$ cat src/rtl/bomb_game_ctrl_pkg.sv
// Shared definitions for the bomb game: state encoding (also decoded by the LED driver),
// LFSR seed/taps and datapath widths.
package bomb_game_pkg;

    localparam int STATE_W  = 3;
    localparam int KEY_W    = 8;
    localparam int SEC_W    = 8;
    localparam int TARGET_W = 3;
    localparam int LFSR_W   = 16;

    typedef enum logic [STATE_W-1:0] {
        ST_IDLE       = 3'b000,
        ST_GAME_START = 3'b001,
        ST_GAME_CLEAR = 3'b010,
        ST_GAME_FAIL  = 3'b011
    } game_state_e;

    localparam logic [LFSR_W-1:0] LFSR_SEED = 16'hACE1;
    // Taps 16,14,13,11 of a right-shifting Fibonacci register land on bits 0,2,3,5.
    localparam logic [LFSR_W-1:0] LFSR_TAP_MASK = 16'h002D;

    function automatic logic [LFSR_W-1:0] lfsr_next(input logic [LFSR_W-1:0] s);
        return {^(s & LFSR_TAP_MASK), s[LFSR_W-1:1]};
    endfunction

    function automatic logic [KEY_W-1:0] key_onehot(input logic [TARGET_W-1:0] idx);
        return KEY_W'(1) << idx;
    endfunction

endpackage

$ cat src/rtl/bomb_game_ctrl_if.sv
// Player-facing signal bundle of the bomb game controller.
interface bomb_game_ctrl_if;
    import bomb_game_pkg::*;

    logic                 i_fStart;
    logic [KEY_W-1:0]     i_Key;
    logic [STATE_W-1:0]   o_State;
    logic                 o_Sec1Tick;
    logic [3:0]           o_Random4Bit;
    logic [SEC_W-1:0]     o_RemainSec;
    logic [SEC_W-1:0]     o_Score;

    modport slave (
        input  i_fStart, i_Key,
        output o_State, o_Sec1Tick, o_Random4Bit, o_RemainSec, o_Score
    );

    modport master (
        output i_fStart, i_Key,
        input  o_State, o_Sec1Tick, o_Random4Bit, o_RemainSec, o_Score
    );

endinterface

$ cat src/rtl/bomb_game_ctrl_sec_tick_gen.sv
// One-second tick generator: wrapping counter with a registered single-cycle tick
// at terminal count; a synchronous clear restarts the second from zero.
module sec_tick_gen #(
    parameter int P_CLK_PER_SEC = 50_000_000
) (
    input  logic i_Clk,
    input  logic i_Rst,
    input  logic clr,
    output logic tick
);

    localparam int CNT_W = (P_CLK_PER_SEC > 1) ? $clog2(P_CLK_PER_SEC) : 1;
    localparam logic [CNT_W-1:0] CNT_MAX = CNT_W'(P_CLK_PER_SEC - 1);

    logic [CNT_W-1:0] count;

    always_ff @(posedge i_Clk or negedge i_Rst) begin
        if (!i_Rst) begin
            count <= '0;
            tick  <= 1'b0;
        end else if (clr) begin
            count <= '0;
            tick  <= 1'b0;
        end else begin
            tick  <= (count == CNT_MAX);
            count <= (count == CNT_MAX) ? '0 : count + CNT_W'(1);
        end
    end

endmodule

$ cat src/rtl/bomb_game_ctrl.sv
// Bomb game sequencer: game FSM, LFSR, key edge judging, countdown and score.
// state         | meaning
// ST_IDLE       | waiting for start; score=0, remain=P_GAME_SEC, no ticks
// ST_GAME_START | game running; judge key rises against lit LED, count down seconds
// ST_GAME_CLEAR | enough hits; hold result for P_RESULT_SEC seconds
// ST_GAME_FAIL  | wrong key or timeout; hold result for P_RESULT_SEC seconds
module bomb_game_ctrl
    import bomb_game_pkg::*;
#(
    parameter int P_CLK_PER_SEC = 50_000_000,
    parameter int P_GAME_SEC    = 30,
    parameter int P_HITS_TO_WIN = 10,
    parameter int P_RESULT_SEC  = 3
) (
    input  logic              i_Clk,
    input  logic              i_Rst,
    bomb_game_ctrl_if.slave   bus
);

    localparam logic [SEC_W-1:0] GAME_SEC    = P_GAME_SEC[SEC_W-1:0];
    localparam logic [SEC_W-1:0] HITS_TO_WIN = P_HITS_TO_WIN[SEC_W-1:0];
    localparam logic [SEC_W-1:0] RESULT_SEC  = P_RESULT_SEC[SEC_W-1:0];

    game_state_e          state;
    logic [LFSR_W-1:0]    lfsr;
    logic [KEY_W-1:0]     key_d;
    logic [TARGET_W-1:0]  target;
    logic                 consumed;
    logic [SEC_W-1:0]     remain;
    logic [SEC_W-1:0]     score;
    logic [SEC_W-1:0]     result_cnt;

    logic                 tick;
    logic                 tick_clr;
    logic [KEY_W-1:0]     rise;
    logic [KEY_W-1:0]     target_key;
    logic                 in_game;
    logic                 in_result;
    logic                 start;
    logic                 key_hit;
    logic                 key_wrong;
    logic                 win;
    logic                 timeout;
    logic                 result_done;

    assign rise        = bus.i_Key & ~key_d;
    assign target_key  = key_onehot(target);
    assign in_game     = (state == ST_GAME_START);
    assign in_result   = (state == ST_GAME_CLEAR) || (state == ST_GAME_FAIL);
    assign start       = (state == ST_IDLE) && bus.i_fStart;
    assign key_hit     = in_game && !consumed && (rise == target_key);
    assign key_wrong   = in_game && !consumed && (rise != '0) && (rise != target_key);
    assign win         = key_hit && ((score + SEC_W'(1)) == HITS_TO_WIN);
    assign timeout     = in_game && tick && (remain == SEC_W'(1));
    assign result_done = in_result && tick && (result_cnt == SEC_W'(1));

    // Every transition restarts the second so the first tick of a state lands a full second in.
    assign tick_clr = start || key_wrong || win || timeout || result_done
                      || !(in_game || in_result);

    sec_tick_gen #(
        .P_CLK_PER_SEC (P_CLK_PER_SEC)
    ) u_sec_tick_gen (
        .i_Clk (i_Clk),
        .i_Rst (i_Rst),
        .clr   (tick_clr),
        .tick  (tick)
    );

    always_ff @(posedge i_Clk or negedge i_Rst) begin
        if (!i_Rst) begin
            lfsr  <= LFSR_SEED;
            key_d <= '0;
        end else begin
            lfsr  <= lfsr_next(lfsr);
            key_d <= bus.i_Key;
        end
    end

    always_ff @(posedge i_Clk or negedge i_Rst) begin
        if (!i_Rst) begin
            state      <= ST_IDLE;
            target     <= '0;
            consumed   <= 1'b0;
            remain     <= GAME_SEC;
            score      <= '0;
            result_cnt <= RESULT_SEC;
        end else begin
            case (state)
                ST_IDLE: begin
                    score  <= '0;
                    remain <= GAME_SEC;
                    if (bus.i_fStart) begin
                        state    <= ST_GAME_START;
                        target   <= lfsr[TARGET_W-1:0];
                        consumed <= 1'b0;
                    end
                end
                ST_GAME_START: begin
                    if (key_hit) begin
                        score    <= score + SEC_W'(1);
                        consumed <= 1'b1;
                    end
                    // A tick in the same cycle as a hit re-arms judging on the new LED.
                    if (tick) begin
                        remain   <= remain - SEC_W'(1);
                        target   <= lfsr[TARGET_W-1:0];
                        consumed <= 1'b0;
                    end
                    if (key_wrong) begin
                        state      <= ST_GAME_FAIL;
                        result_cnt <= RESULT_SEC;
                    end else if (win) begin
                        state      <= ST_GAME_CLEAR;
                        result_cnt <= RESULT_SEC;
                    end else if (timeout) begin
                        state      <= ST_GAME_FAIL;
                        result_cnt <= RESULT_SEC;
                    end
                end
                ST_GAME_CLEAR, ST_GAME_FAIL: begin
                    if (tick) begin
                        if (result_cnt == SEC_W'(1)) begin
                            state  <= ST_IDLE;
                            score  <= '0;
                            remain <= GAME_SEC;
                        end else begin
                            result_cnt <= result_cnt - SEC_W'(1);
                        end
                    end
                end
                default: state <= ST_IDLE;
            endcase
        end
    end

    assign bus.o_State      = state;
    assign bus.o_Sec1Tick   = tick;
    assign bus.o_Random4Bit = lfsr[3:0];
    assign bus.o_RemainSec  = remain;
    assign bus.o_Score      = score;

endmodule

$ cat src/flat_wrapper.sv
// flat-port wrapper written by rule: the top's interface ports become plain ports
module bomb_game_ctrl_flat import bomb_game_pkg::*;
#(
    parameter int P_CLK_PER_SEC = 50_000_000,
    parameter int P_GAME_SEC    = 30,
    parameter int P_HITS_TO_WIN = 10,
    parameter int P_RESULT_SEC  = 3
)
  (i_Clk, i_Rst, bus_i_fStart, bus_i_Key, bus_o_State, bus_o_Sec1Tick, bus_o_Random4Bit, bus_o_RemainSec, bus_o_Score);
  bomb_game_ctrl_if bus_i ();
  input  logic i_Clk;
  input  logic i_Rst;
  input wire logic [$bits(bus_i.i_fStart)-1:0] bus_i_fStart;
  input wire logic [$bits(bus_i.i_Key)-1:0] bus_i_Key;
  output wire logic [$bits(bus_i.o_State)-1:0] bus_o_State;
  output wire logic [$bits(bus_i.o_Sec1Tick)-1:0] bus_o_Sec1Tick;
  output wire logic [$bits(bus_i.o_Random4Bit)-1:0] bus_o_Random4Bit;
  output wire logic [$bits(bus_i.o_RemainSec)-1:0] bus_o_RemainSec;
  output wire logic [$bits(bus_i.o_Score)-1:0] bus_o_Score;
  assign bus_i.i_fStart = bus_i_fStart;
  assign bus_i.i_Key = bus_i_Key;
  assign bus_o_State = bus_i.o_State;
  assign bus_o_Sec1Tick = bus_i.o_Sec1Tick;
  assign bus_o_Random4Bit = bus_i.o_Random4Bit;
  assign bus_o_RemainSec = bus_i.o_RemainSec;
  assign bus_o_Score = bus_i.o_Score;
  bomb_game_ctrl #(.P_CLK_PER_SEC(P_CLK_PER_SEC), .P_GAME_SEC(P_GAME_SEC), .P_HITS_TO_WIN(P_HITS_TO_WIN), .P_RESULT_SEC(P_RESULT_SEC)) u_core (.i_Clk(i_Clk), .i_Rst(i_Rst), .bus(bus_i));
endmodule
$ cat config.mk
export PLATFORM = sky130hd
export DESIGN_NAME = bomb_game_ctrl_flat
export DESIGN_NICKNAME = d
export VERILOG_FILES = /design/src/rtl/bomb_game_ctrl_pkg.sv /design/src/rtl/bomb_game_ctrl_if.sv /design/src/rtl/bomb_game_ctrl_sec_tick_gen.sv /design/src/rtl/bomb_game_ctrl.sv /design/src/flat_wrapper.sv
export SDC_FILE = /design/constraint.sdc
export NUM_CORES = 1
export LEC_CHECK = 0
export CAP_MARGIN = 0
export CORE_UTILIZATION = 50
export CTS_CLUSTER_DIAMETER = 30
export DETAILED_ROUTE_END_ITERATION = 8
export GPL_TIMING_DRIVEN = 0
export PLACE_DENSITY = 0.7
export SYNTH_ARGS = -nofsm -noshare
export SYNTH_HDL_FRONTEND = slang
export SYNTH_SLANG_ARGS = --single-unit
$ cat constraint.sdc
create_clock -name i_Clk -period 2.3 [get_ports i_Clk]
set_clock_uncertainty 0.05 [all_clocks]
set_input_delay 0.23 -clock i_Clk [delete_from_list [all_inputs] [get_ports i_Clk]]
set_output_delay 0.23 -clock i_Clk [all_outputs]
set_load 0.02 [all_outputs]
==> flow_summary.ini <==
[drt]
dr.first_iter.drc_count = 127
drtPass1Iterations = 4
wl_per_cell_um = 14.5
drc = 0
ant_nets = 0
routed_wl_mm = 7.67
dr_total_vias = 2826
via_per_inst = 5.35

[synth]
synth_flop_cell = dfrtp_1
synth_area_leaders = dfrtp_1 42%, dfstp_2 9.2%, xor2_1 7.4%, nor3_1 4.1%, xnor2_1 2.6%
synth-async-reset-ratio = 1.00
ys_seq_area_frac = 0.511
synth_top_area_share = 0.419
synth_nets = 385
avgSynthCellArea_um2 = 10.9
yosysWarnings = 0
synth_seq_cells = 81
synth.distinct_cells = 54
yosys.area.top_type = dfrtp_1
netlist_area_um2 = 4000
syn_inst = 367
synth_edf_count = 0

[worst_setup_path]
start_kind = register
worst-path-buf-inv = 3
slowest_delay_ns = 0.55
critical_path_required_ns = 2.52
crit_family = simple AND/OR/NAND/NOR gates
path_cells = inv_1 -> ha_1 -> nor3b_4 -> nand4_1 -> o21ai_2 -> or3_1 -> clkbuf_4 -> buf_6 -> nor3_1
crit_fanout = 10
crit_type = reg -> reg
endpoint_kind = register
crit_slowest_cell = dfstp_2
arrival_ns = 2.41

[timing]
maxSlewViolCount = 0
min_period_over_period = 0.952
fmax_mhz = 457
fin_ws_ns = 0.109
finalSetupViolCount = 0
period_minus_slack_ns = 2.19
holdWs_ns = 0.262
finalHoldViolations = 0

[final_layout]
areaGrowthSynthToFinish_pct = 21.1
final_area_um2 = 4850
nFillCells = 652
num_antenna_cells = 0
final_cell_mix = 67 x dfrtp_1, 34 x xor2_1, 32 x clkdlybuf4s50_1
drive_gt1_frac = 0.216
fin_util = 0.627
layout_commonest_cell = dfrtp_1
fin_nets = 439

[flow_run]
cap_violations = 0

[clock_network]
clock_path_buffers = 2
numCtsBuffers = 9
cts_sinks = 81
cts_tree = built
clk_pin_slew_ns = 0.09
h-tree-depth = 3
cts_root_buf = clkbuf_8
insertion_delay_ns = 0.35

[power_and_ir_drop]
p_total_uw = 2780
p_int_uw = 2020
power_frac_seq = 0.558
peakVddDrop_mv = 0.395
power_switching_share = 0.274
power_density_nw_per_um2 = 573
p_leak_uw = 0.00214
comb_power_share = 0.075
clock_power_share = 0.367
p_sw_uw = 762

[floorplanning]
num_rows = 32
dieArea_um2 = 8360
core_um2 = 7730
start_util = 0.518
die_y_um = 91.5
top_level_ports = 35
dieWidth_um = 91.5

[global_route]
grt_max_degree = 59
grt_use_total = 0.200
overflow = 0
grt_first_pass_wirelength_mm = 13.2
antenna_found_initial = 0
grt_pass1_vias = 2795

[run_status]
status = finished, final reports clean

[placed_design]
portBuffers = 33
gp_congestion = 0.790
post_dp_cell_area_um2 = 4480
pre_cts_slack_ns = -0.0607
dp_hpwl_mm = 5.15

[min_path]
hold_path.class = in -> async
## synth_stat cells (all sizes together), types with 7 or more instances
| library cell | count |
|---|---|
| a21oi | 9 |
| and3 | 8 |
| buf | 16 |
| dfrtp | 67 |
| dfstp | 14 |
| ha | 7 |
| inv | 11 |
| nand2 | 18 |
| nand3 | 20 |
| nand4 | 10 |
| nor2 | 20 |
| nor2b | 9 |
| nor3 | 36 |
| nor4 | 8 |
| o21ai | 9 |
| xnor2 | 13 |
| xor2 | 34 |
## flip-flops by register name, indices dropped and copies added, names as in the netlist
register and cells:
u_core.bus.o_Score 8, u_core.u_sec_tick_gen.tick 1, u_core.key_d 8, u_core.target 3, u_core.bus.o_State 2, u_core.consumed 1
u_core.lfsr 16, u_core.u_sec_tick_gen.count 26, u_core.bus.o_RemainSec 8, u_core.result_cnt 8
## per-stage QoR
step                      std cells  TNS (ns)
after floorplan                 367         0
after global placement          502   -139.51
after detailed placement        503    -0.806
after CTS                       523         0
after global routing            528  -0.00184
final                           528         0
## routing by layer
layer / up-vias / track usage / routed length (um)
li1: 1388 / - / -
met1: 1393 / 0.286 / 3740
met2: 39 / 0.306 / 3640
met3: 6 / 0.0477 / 232
met4: 0 / 0.0476 / 63
met5: - / 0 / 0
## logic make-up (layout without fill, tap and decap cells)
logic type | after synthesis | in the layout | share of synthesized area
buf+inv | 30 | 89 | 0.0432
fa+ha+maj | 7 | 7 | 0.0219
compound gates | 32 | 32 | 0.0569
xor+xnor | 47 | 47 | 0.105
mux | 6 | 6 | 0.0163
other cells | 1 | 1 | 0.000937
simple gates | 163 | 163 | 0.245
flops | 81 | 81 | 0.511
## worst register-to-register path: stages (launching register included)
cell and delay, ns:
dfstp_2 0.55, inv_1 0.06, ha_1 0.20, nor3b_4 0.18, nand4_1 0.12, o21ai_2 0.08, or3_1 0.36, clkbuf_4 0.18
buf_6 0.15, nor3_1 0.18
## path summary, 6_finish.rpt
path                                                  start                                         to  slack (ns)  cells past startpoint
max                        u_core.result_cnt[1]$_DFFE_PN1P_  u_core.u_sec_tick_gen.count[14]$_DFF_PN0_        0.11                      9
min                                                   i_Rst      u_core.bus.o_RemainSec[5]$_DFFE_PN0P_        0.26                      2
max reg2reg                u_core.result_cnt[1]$_DFFE_PN1P_  u_core.u_sec_tick_gen.count[14]$_DFF_PN0_        0.11                      9
min reg2reg                        u_core.lfsr[9]$_DFF_PN0_                   u_core.lfsr[8]$_DFF_PN0_        0.31                      0
max in group asynchronous                             i_Rst                   u_core.lfsr[6]$_DFF_PN1_        1.30                      3
min in group i_Clk                             bus_i_Key[2]                  u_core.key_d[2]$_DFF_PN0_        0.28                      1
## cell type report
| type | count | area (um^2) | area share |
|---|---|---|---|
| Tap cell | 102 | 128 | 0.0263 |
| Clock inverter | 7 | 72.6 | 0.0150 |
| Sequential cell | 81 | 2040 | 0.422 |
| Buffer | 19 | 143 | 0.0294 |
| Inverter | 11 | 41.3 | 0.00852 |
| Timing Repair Buffer | 43 | 425 | 0.0878 |
| Multi-Input combinational cell | 256 | 1870 | 0.386 |
| Clock buffer | 9 | 124 | 0.0256 |
## power groups by stage
stage	combinational (uW)	sequential, uW	clock, uW
floorplan	135	1560	0
global placement	198	1570	0
detailed placement	208	1580	0
CTS	212	1550	1060
global route	240	1560	1110
finish	209	1550	1020
## timing repair
| action | 4_1_cts | 5_1_grt |
|---|---|---|
| setup endpoints to repair | 21 | 36 |
| hold buffers | 1 | 0 |
| endpoints found under the hold margin | 23 | 0 |
| gates resized for setup | 4 | 17 |
| pin swaps | 1 | 6 |
| buffers inserted | 3 | 5 |
Power figures use the tool's default switching activity.
